### config.mk
export PLATFORM = sky130hd
export DESIGN_NAME = mac_channel_scheduler_flat
export DESIGN_NICKNAME = d
export VERILOG_FILES = /design/src/rtl/mac_channel_scheduler_if.sv /design/src/rtl/mac_channel_scheduler.sv /design/src/flat_wrapper.sv
export SDC_FILE = /design/constraint.sdc
export NUM_CORES = 1
export LEC_CHECK = 0
export CAP_MARGIN = 40
export CORE_MARGIN = 10
export CORE_UTILIZATION = 40
export CTS_CLUSTER_DIAMETER = 80
export CTS_CLUSTER_SIZE = 20
export DETAILED_ROUTE_END_ITERATION = 10
export DONT_BUFFER_PORTS = 1
export PLACE_DENSITY = 0.65
export SYNTH_ARGS = -nofsm -noshare
export SYNTH_HDL_FRONTEND = slang
export SYNTH_SLANG_ARGS = --single-unit
### constraint.sdc
create_clock -name clk -period 4.3 [get_ports clk]
set_input_delay 0.86 -clock clk [delete_from_list [all_inputs] [get_ports clk]]
set_output_delay 0.86 -clock clk [all_outputs]
set_load 0.01 [all_outputs]
### src/rtl/mac_channel_scheduler_if.sv
// Request/grant and MAC-control bundle between the channel front ends,
// the scheduler and the shared coefficient-indexed MAC.
interface mac_channel_scheduler_if #(
    parameter int NCH = 4,
    parameter int CHW = 2
);
    logic [NCH-1:0] req;
    logic           halt;
    logic [NCH-1:0] ack;
    logic [CHW-1:0] ch_sel;
    logic [3:0]     coeff_sel;
    logic           sum_rst;
    logic           sum_en;
    logic           srdyo;
    logic [CHW-1:0] out_ch;
    logic           busy;

    modport master (
        output req, halt,
        input  ack, ch_sel, coeff_sel, sum_rst, sum_en, srdyo, out_ch, busy
    );

    modport slave (
        input  req, halt,
        output ack, ch_sel, coeff_sel, sum_rst, sum_en, srdyo, out_ch, busy
    );
endinterface

### src/rtl/mac_channel_scheduler.sv
// Round-robin scheduler sharing one MAC datapath across NCH channels: grant,
// clear accumulator, step TAPS coefficients, then flag the result.
module mac_channel_scheduler #(
    parameter int NCH  = 4,
    parameter int CHW  = 2,
    parameter int TAPS = 11
) (
    input logic                    clk,
    input logic                    GlobalReset,
    mac_channel_scheduler_if.slave bus
);
    typedef enum logic [1:0] {IDLE, CLEAR, ACCUM, DONE} state_t;

    localparam logic [3:0] LAST_TAP = 4'(TAPS - 1);

    state_t         r_state,   w_state;
    logic [CHW-1:0] r_ptr,     w_ptr;
    logic [NCH-1:0] r_ack,     w_ack;
    logic [CHW-1:0] r_ch_sel,  w_ch_sel;
    logic [3:0]     r_coeff,   w_coeff;
    logic           r_sum_rst, w_sum_rst;
    logic           r_sum_en,  w_sum_en;
    logic           r_srdyo,   w_srdyo;
    logic [CHW-1:0] r_out_ch,  w_out_ch;
    logic           r_busy,    w_busy;

    logic [CHW-1:0] w_win;
    logic           w_found;

    // Rotating priority search: first set request at or above r_ptr, wrapping.
    always_comb begin
        w_win   = '0;
        w_found = 1'b0;
        for (int i = 0; i < NCH; i++) begin
            if (!w_found && bus.req[r_ptr + CHW'(i)]) begin
                w_win   = r_ptr + CHW'(i);
                w_found = 1'b1;
            end
        end
    end

    always_comb begin
        w_state   = r_state;
        w_ptr     = r_ptr;
        w_ack     = '0;
        w_ch_sel  = r_ch_sel;
        w_coeff   = '0;
        w_sum_rst = 1'b0;
        w_sum_en  = 1'b0;
        w_srdyo   = 1'b0;
        w_out_ch  = r_out_ch;
        unique case (r_state)
            IDLE: begin
                if (!bus.halt && w_found) begin
                    w_state   = CLEAR;
                    w_ch_sel  = w_win;
                    w_ack     = NCH'(1) << w_win;
                    w_ptr     = w_win + CHW'(1);
                    w_sum_rst = 1'b1;
                end
            end
            CLEAR: begin
                w_state  = ACCUM;
                w_sum_en = 1'b1;
            end
            ACCUM: begin
                if (r_coeff == LAST_TAP) begin
                    w_state  = DONE;
                    w_srdyo  = 1'b1;
                    w_out_ch = r_ch_sel;
                end else begin
                    w_sum_en = 1'b1;
                    w_coeff  = r_coeff + 4'd1;
                end
            end
            DONE: begin
                w_state = IDLE;
            end
            default: begin
                w_state = IDLE;
            end
        endcase
    end

    assign w_busy = (w_state != IDLE);

    // Every output is a register loaded with its next-cycle value.
    always_ff @(posedge clk or posedge GlobalReset) begin
        if (GlobalReset) begin
            r_state   <= IDLE;
            r_ptr     <= '0;
            r_ack     <= '0;
            r_ch_sel  <= '0;
            r_coeff   <= '0;
            r_sum_rst <= 1'b0;
            r_sum_en  <= 1'b0;
            r_srdyo   <= 1'b0;
            r_out_ch  <= '0;
            r_busy    <= 1'b0;
        end else begin
            r_state   <= w_state;
            r_ptr     <= w_ptr;
            r_ack     <= w_ack;
            r_ch_sel  <= w_ch_sel;
            r_coeff   <= w_coeff;
            r_sum_rst <= w_sum_rst;
            r_sum_en  <= w_sum_en;
            r_srdyo   <= w_srdyo;
            r_out_ch  <= w_out_ch;
            r_busy    <= w_busy;
        end
    end

    assign bus.ack       = r_ack;
    assign bus.ch_sel    = r_ch_sel;
    assign bus.coeff_sel = r_coeff;
    assign bus.sum_rst   = r_sum_rst;
    assign bus.sum_en    = r_sum_en;
    assign bus.srdyo     = r_srdyo;
    assign bus.out_ch    = r_out_ch;
    assign bus.busy      = r_busy;
endmodule

### src/flat_wrapper.sv
// flat-port wrapper written by rule: the top's interface ports become plain ports
module mac_channel_scheduler_flat 
#(
    parameter int NCH  = 4,
    parameter int CHW  = 2,
    parameter int TAPS = 11
)
  (clk, GlobalReset, bus_req, bus_halt, bus_ack, bus_ch_sel, bus_coeff_sel, bus_sum_rst, bus_sum_en, bus_srdyo, bus_out_ch, bus_busy);
  mac_channel_scheduler_if #(.NCH(NCH), .CHW(CHW)) bus_i ();
  input logic clk;
  input logic GlobalReset;
  input wire logic [$bits(bus_i.req)-1:0] bus_req;
  input wire logic [$bits(bus_i.halt)-1:0] bus_halt;
  output wire logic [$bits(bus_i.ack)-1:0] bus_ack;
  output wire logic [$bits(bus_i.ch_sel)-1:0] bus_ch_sel;
  output wire logic [$bits(bus_i.coeff_sel)-1:0] bus_coeff_sel;
  output wire logic [$bits(bus_i.sum_rst)-1:0] bus_sum_rst;
  output wire logic [$bits(bus_i.sum_en)-1:0] bus_sum_en;
  output wire logic [$bits(bus_i.srdyo)-1:0] bus_srdyo;
  output wire logic [$bits(bus_i.out_ch)-1:0] bus_out_ch;
  output wire logic [$bits(bus_i.busy)-1:0] bus_busy;
  assign bus_i.req = bus_req;
  assign bus_i.halt = bus_halt;
  assign bus_ack = bus_i.ack;
  assign bus_ch_sel = bus_i.ch_sel;
  assign bus_coeff_sel = bus_i.coeff_sel;
  assign bus_sum_rst = bus_i.sum_rst;
  assign bus_sum_en = bus_i.sum_en;
  assign bus_srdyo = bus_i.srdyo;
  assign bus_out_ch = bus_i.out_ch;
  assign bus_busy = bus_i.busy;
  mac_channel_scheduler #(.NCH(NCH), .CHW(CHW), .TAPS(TAPS)) u_core (.clk(clk), .GlobalReset(GlobalReset), .bus(bus_i));
endmodule
Word level (Yosys, flattened, before mapping)
Index checks and enable logic that the tools add are counted.
Word-level totals
  flip-flop bits (word level): 20
  bits in latches: 0
  bits in writable memories: 0
  memory bits (read-only): 0
  input port bits: 7
  output and inout bits: 16
  logic and storage cells: 65
  memories kept: 0
Operators by class
  add/subtract/negate cells: 5
  multipliers: 0
  div/mod/pow operators: 0
  $lt $le $gt $ge: 4
  equality and inequality tests: 4
  shift-type cells: 1
  mux-type cells: 29
  bitwise gates (word level): 0
  reductions and logical operators: 12
Operators by type and width (number)
  4-bit two-way mux: 4
  1-bit two-way mux: 13
  2-bit by 3-bit < comparator with 1-bit output (second input constant): 4
  2-bit two-way mux: 6
  1-bit binary-select mux with 2-bit select: 4
  2-bit one-hot mux with 4 select lines: 1
  2-bit by 1-bit adder with 2-bit output (second input constant): 2
  2-bit adder (second input constant): 2
  4-bit by 1-bit adder with 4-bit output (second input constant): 1
  2-bit equality test (second input constant): 2
  4-bit equality test (second input constant): 1
  1-bit logical AND: 4
  1-bit zero test: 4
  2-bit AND reduction: 2
  1-bit by 2-bit left shift with 4-bit output (first input constant): 1
  2-bit by 1-bit equality test with 1-bit output (second input constant): 1
  2-bit zero test: 1
  1-bit one-hot mux with 2 select lines: 1
  2-bit nonzero test: 1

Longest topological paths before layout
  depth in word-level cells: 16
  gate-level depth with buffers: 7
  gate-level depth less buffers: 7

Least setup slack after synthesis
Ideal clock, no wire load.
  path kind: input to register
  start: in bus_req[1]
  end: reg u_core.r_busy, in the netlist u_core.bus.busy
  setup time: 0.124 ns
  arrival: 1.656 ns
  data required time: 4.176 ns
  path slack: 2.519 ns
  cell stages on the path: 4
  path buffers: 0
  path through: nor4_2 nor3b_4 nand2b_1 or2_1
Between the ends
  word-level cells in the longest chain between the ends: 16
  elaborated cells on any way between the ends: 22
  those cells by class: mux: 14; reduce/logical: 8
Ends and longest elaborated chain
  from (decl): line flat_wrapper.sv:12  | input wire logic [$bits(bus_i.req)-1:0] bus_req;
  1-bit binary-select mux with 2-bit select: line mac_channel_scheduler.sv:35  | if (!w_found && bus.req[r_ptr + CHW'(i)]) begin
  1-bit two-way mux (implied by the code): line mac_channel_scheduler.sv:35
  1-bit two-way mux: line mac_channel_scheduler.sv:35
  1-bit zero test: line mac_channel_scheduler.sv:35
  1-bit logical AND: line mac_channel_scheduler.sv:35
  1-bit two-way mux: line mac_channel_scheduler.sv:35
  1-bit zero test: line mac_channel_scheduler.sv:35
  1-bit logical AND: line mac_channel_scheduler.sv:35
  [... 2 more ...]
  1-bit logical AND: line mac_channel_scheduler.sv:35
  1-bit two-way mux (*): line mac_channel_scheduler.sv:35
  1-bit logical AND (*): line mac_channel_scheduler.sv:54  | if (!bus.halt && w_found) begin
  2-bit two-way mux (*): line mac_channel_scheduler.sv:54
  2-bit one-hot mux with 4 select lines (*): line mac_channel_scheduler.sv:52  | unique case (r_state)
  via u_core.w_state[0]: line mac_channel_scheduler.sv:16  | state_t r_state, w_state;
  2-bit nonzero test (*): line mac_channel_scheduler.sv:85  | assign w_busy = (w_state != IDLE);
  via u_core.w_busy: line mac_channel_scheduler.sv:25  | logic r_busy, w_busy;
  to (signal assigned): line mac_channel_scheduler.sv:110  | r_busy <= w_busy;
  to (decl): line mac_channel_scheduler.sv:25
The timed path passes the listed nets; every way through them passes the cells marked *. The select of a mux whose other input is x is not followed.
A chain may end at the register's enable or synchronous reset.

Final worst setup path
  start: reg u_core.r_coeff[2], in the netlist u_core.bus.coeff_sel[2]
  end: out bus_coeff_sel[2]
RTL lines
  from (decl): line mac_channel_scheduler.sv:20  | logic [3:0] r_coeff, w_coeff;
  from (signal assigned): line mac_channel_scheduler.sv:105  | r_coeff <= w_coeff;
  to (decl): line flat_wrapper.sv:16  | output wire logic [$bits(bus_i.coeff_sel)-1:0] bus_coeff_sel;
No word-level cell between the ends.

==> flow_metrics.tcl <==
set metrics [dict create \
    power_frac_comb 0.283 \
    synth_top_area_frac 0.575 \
    ys_ff_latch 20 \
    finalCriticalPeriod_ns 1.64 \
    period_share 0.382 \
    setup_slack_ns 2.66 \
    synthFlopType "dfrtp_1" \
    fin_tns_setup_ns 0 \
    die_w_um 66.7 \
    rsz0062_at_grt "false" \
    power.share.clock 0.189 \
    hold_violations 0 \
    post_cts_buffers 0 \
    synth_top_area_cell "dfrtp_1" \
    netSwitchingFraction 0.349 \
    postSynthCellCount 78 \
    drt_iter0_markers 8 \
    synthTopCellsByArea "dfrtp_1 57%, ha_1 7.2%, nor2_1 4.3%" \
    maxSlewHeadroom 0.513 \
    antenna_found_initial 0 \
    floorplan.initialDensity 0.431 \
    p_leak_nw 0.457 \
    dp_slack_ns 2.44 \
    via_per_inst 4.84 \
    crit_fanout 5 \
    coreArea_sq_um 2020 \
    drc 0 \
    reg2reg_slack_ns 2.78 \
    final_max_slew_viol_count 0 \
    power_density_nw_per_um2 605 \
    status "finished clean" \
    ir_drop_mv 0.324 \
    via_count 528 \
    fin_skew_ns 0.00520 \
    dp_cells 105 \
    fin_util 0.465 \
    avgSynthCellArea_sq_um 11.2 \
    ios 23 \
    grt_pass1_wl_um 2520 \
    insertion_delay_ns 0.30 \
    tightest_slew_ns 0.730 \
    switchingPower_mw 0.199 \
    cts_hold_buffers 0 \
    grt_max_degree 21 \
    wirelength_um 1490 \
    max_freq_ghz 0.609 \
    grt_overflow 0 \
    synthArstFlopShare 1.00 \
    synth-edff-count 0 \
    drt_first_pass_iters 5 \
    gp_congestion 0.716 \
    clockRootBuffer "clkbuf_4" \
    hpwlAfterDp_um 1150 \
    layout.cells.non_filler 109 \
    crit_arrival_ns 0.78 \
    portBuffers 0 \
    hp-class "register to register" \
    yosys_warnings 0 \
    cp.required_ns 3.44 \
    grt_use_total 0.0749 \
    power_frac_seq 0.528 \
    synth_seq_area_share 0.575 \
    die_y_um 66.7 \
    area_growth_pct 8.05 \
    rows 16 \
    synth.distinct_cells 23 \
    crit_path_end_kind "output pin" \
    clk_pin_slew_ns 0.11 \
    synth_fp_nets 90 \
    grt_pass1_vias 564 \
    drive_gt1_frac 0.0976 \
    htree_levels 1 \
    critPathKind "register to output pin" \
    ctsResizeCount 0 \
    cts_buffers 3 \
    netlist_area_sq_um 871 \
    cts_buffer_depth 2 \
    dieArea_sq_um 4440 \
    antenna_left 0 \
    diodes 0 \
    cp-start-kind "register" \
    nets 95 \
    synth.most_common_cell "dfrtp_1" \
    avgRoutedWirePerCell_um 13.6 \
    cts_tree "built" \
    clock_sinks 20 \
    maxCapViolCount 0 \
    p_int_mw 0.371 \
    final-setup-viol-count 0 \
    synthTopCellsByCount "20 x dfrtp_1, 10 x nor2_1, 8 x inv_1" \
]
==> stage by stage <==
step	power (mW)	hold WS (ns)	cell area (sq um)
after floorplan	0.431	0.478	871
after global placement	0.468	0.511	905
after detailed placement	0.471	0.516	905
after CTS	0.581	0.542	941
after global routing	0.624	0.590	941
final	0.569	0.537	941
==> sequential cells by signal, indices dropped and copies added, names as in the netlist <==
| name | cells |
|---|---|
| u_core.bus.coeff_sel | 4 |
| u_core.bus.ch_sel | 2 |
| u_core.bus.busy | 1 |
| u_core.bus.ack | 4 |
| u_core.bus.sum_en | 1 |
| u_core.r_state | 2 |
| u_core.bus.srdyo | 1 |
| u_core.bus.out_ch | 2 |
| u_core.bus.sum_rst | 1 |
| u_core.r_ptr | 2 |
==> power by group through the flow <==
| stage | Clock (mW) | Sequential, mW | Combinational [mW] |
|---|---|---|---|
| after floorplan | 0 | 0.294 | 0.138 |
| after global placement | 0 | 0.307 | 0.161 |
| after detailed placement | 0 | 0.307 | 0.164 |
| after CTS | 0.112 | 0.304 | 0.165 |
| after global routing | 0.118 | 0.312 | 0.194 |
| final | 0.107 | 0.301 | 0.161 |
==> cell usage in the layout (no fill, tap or decap) <==
| master | synthesis | final |
|---|---|---|
| nand4b_1 | 1 | 1 |
| o32a_1 | 1 | 1 |
| ha_1 | 5 | 5 |
| clkbuf_8 | 0 | 1 |
| xor2_1 | 1 | 1 |
| mux2_2 | 1 | 1 |
| inv_1 | 8 | 8 |
| nor3b_4 | 1 | 1 |
| nor2_1 | 10 | 10 |
| clkbuf_4 | 0 | 3 |
| dfrtp_1 | 20 | 20 |
| xnor2_1 | 2 | 2 |
| nor2b_1 | 3 | 3 |
| nand3_1 | 1 | 1 |
| o21a_1 | 1 | 1 |
| a211oi_2 | 1 | 1 |
| o21ai_0 | 3 | 3 |
| nand2_1 | 6 | 6 |
| o21ai_1 | 1 | 1 |
| a21oi_1 | 4 | 4 |
| nand2b_1 | 4 | 4 |
| nand3b_1 | 1 | 1 |
| or2_1 | 1 | 1 |
| a21o_1 | 1 | 1 |
| nor4_2 | 1 | 1 |
==> cells by family after synthesis <==
kind of cell    after synthesis  share of synthesized area
buf+inv                       8                     0.0345
flops                        20                      0.575
fa+ha+maj                     5                     0.0718
mux                           1                     0.0129
xor+xnor                      3                     0.0302
simple gates                 29                      0.187
compound gates               12                     0.0891
==> area by class of cell <==
class / count / area, sq um
Multi-Input combinational cell: 50 / 340
Fill cell: 188 / 1080
Inverter: 8 / 30.0
Clock buffer: 4 / 36.3
Sequential cell: 20 / 500
Tap cell: 27 / 33.8
==> path summary, 6_finish.rpt <==
kind,from,endpoint,depth (start not counted)
worst min-delay path,u_core.r_ptr[0],u_core.r_ptr[0],1
worst max register to register,u_core.r_state[0],u_core.bus.ch_sel[1],4
worst min register to register,u_core.r_ptr[0],u_core.r_ptr[0],1
worst max-delay path,u_core.bus.coeff_sel[2],bus_coeff_sel[2],0
min in group asynchronous,GlobalReset,u_core.bus.coeff_sel[2],1
max in group asynchronous,GlobalReset,u_core.bus.ack[2],1
==> routing by layer <==
layer | track usage | vias to the layer above | part of all wire
met4 | 0.0314 | 0 | 0.0054
met2 | 0.122 | 22 | 0.47
met1 | 0.0697 | 242 | 0.39
li1 | - | 262 | -
met3 | 0.0552 | 2 | 0.13
met5 | 0 | - | 0
(Power assumes the default switching activity.)
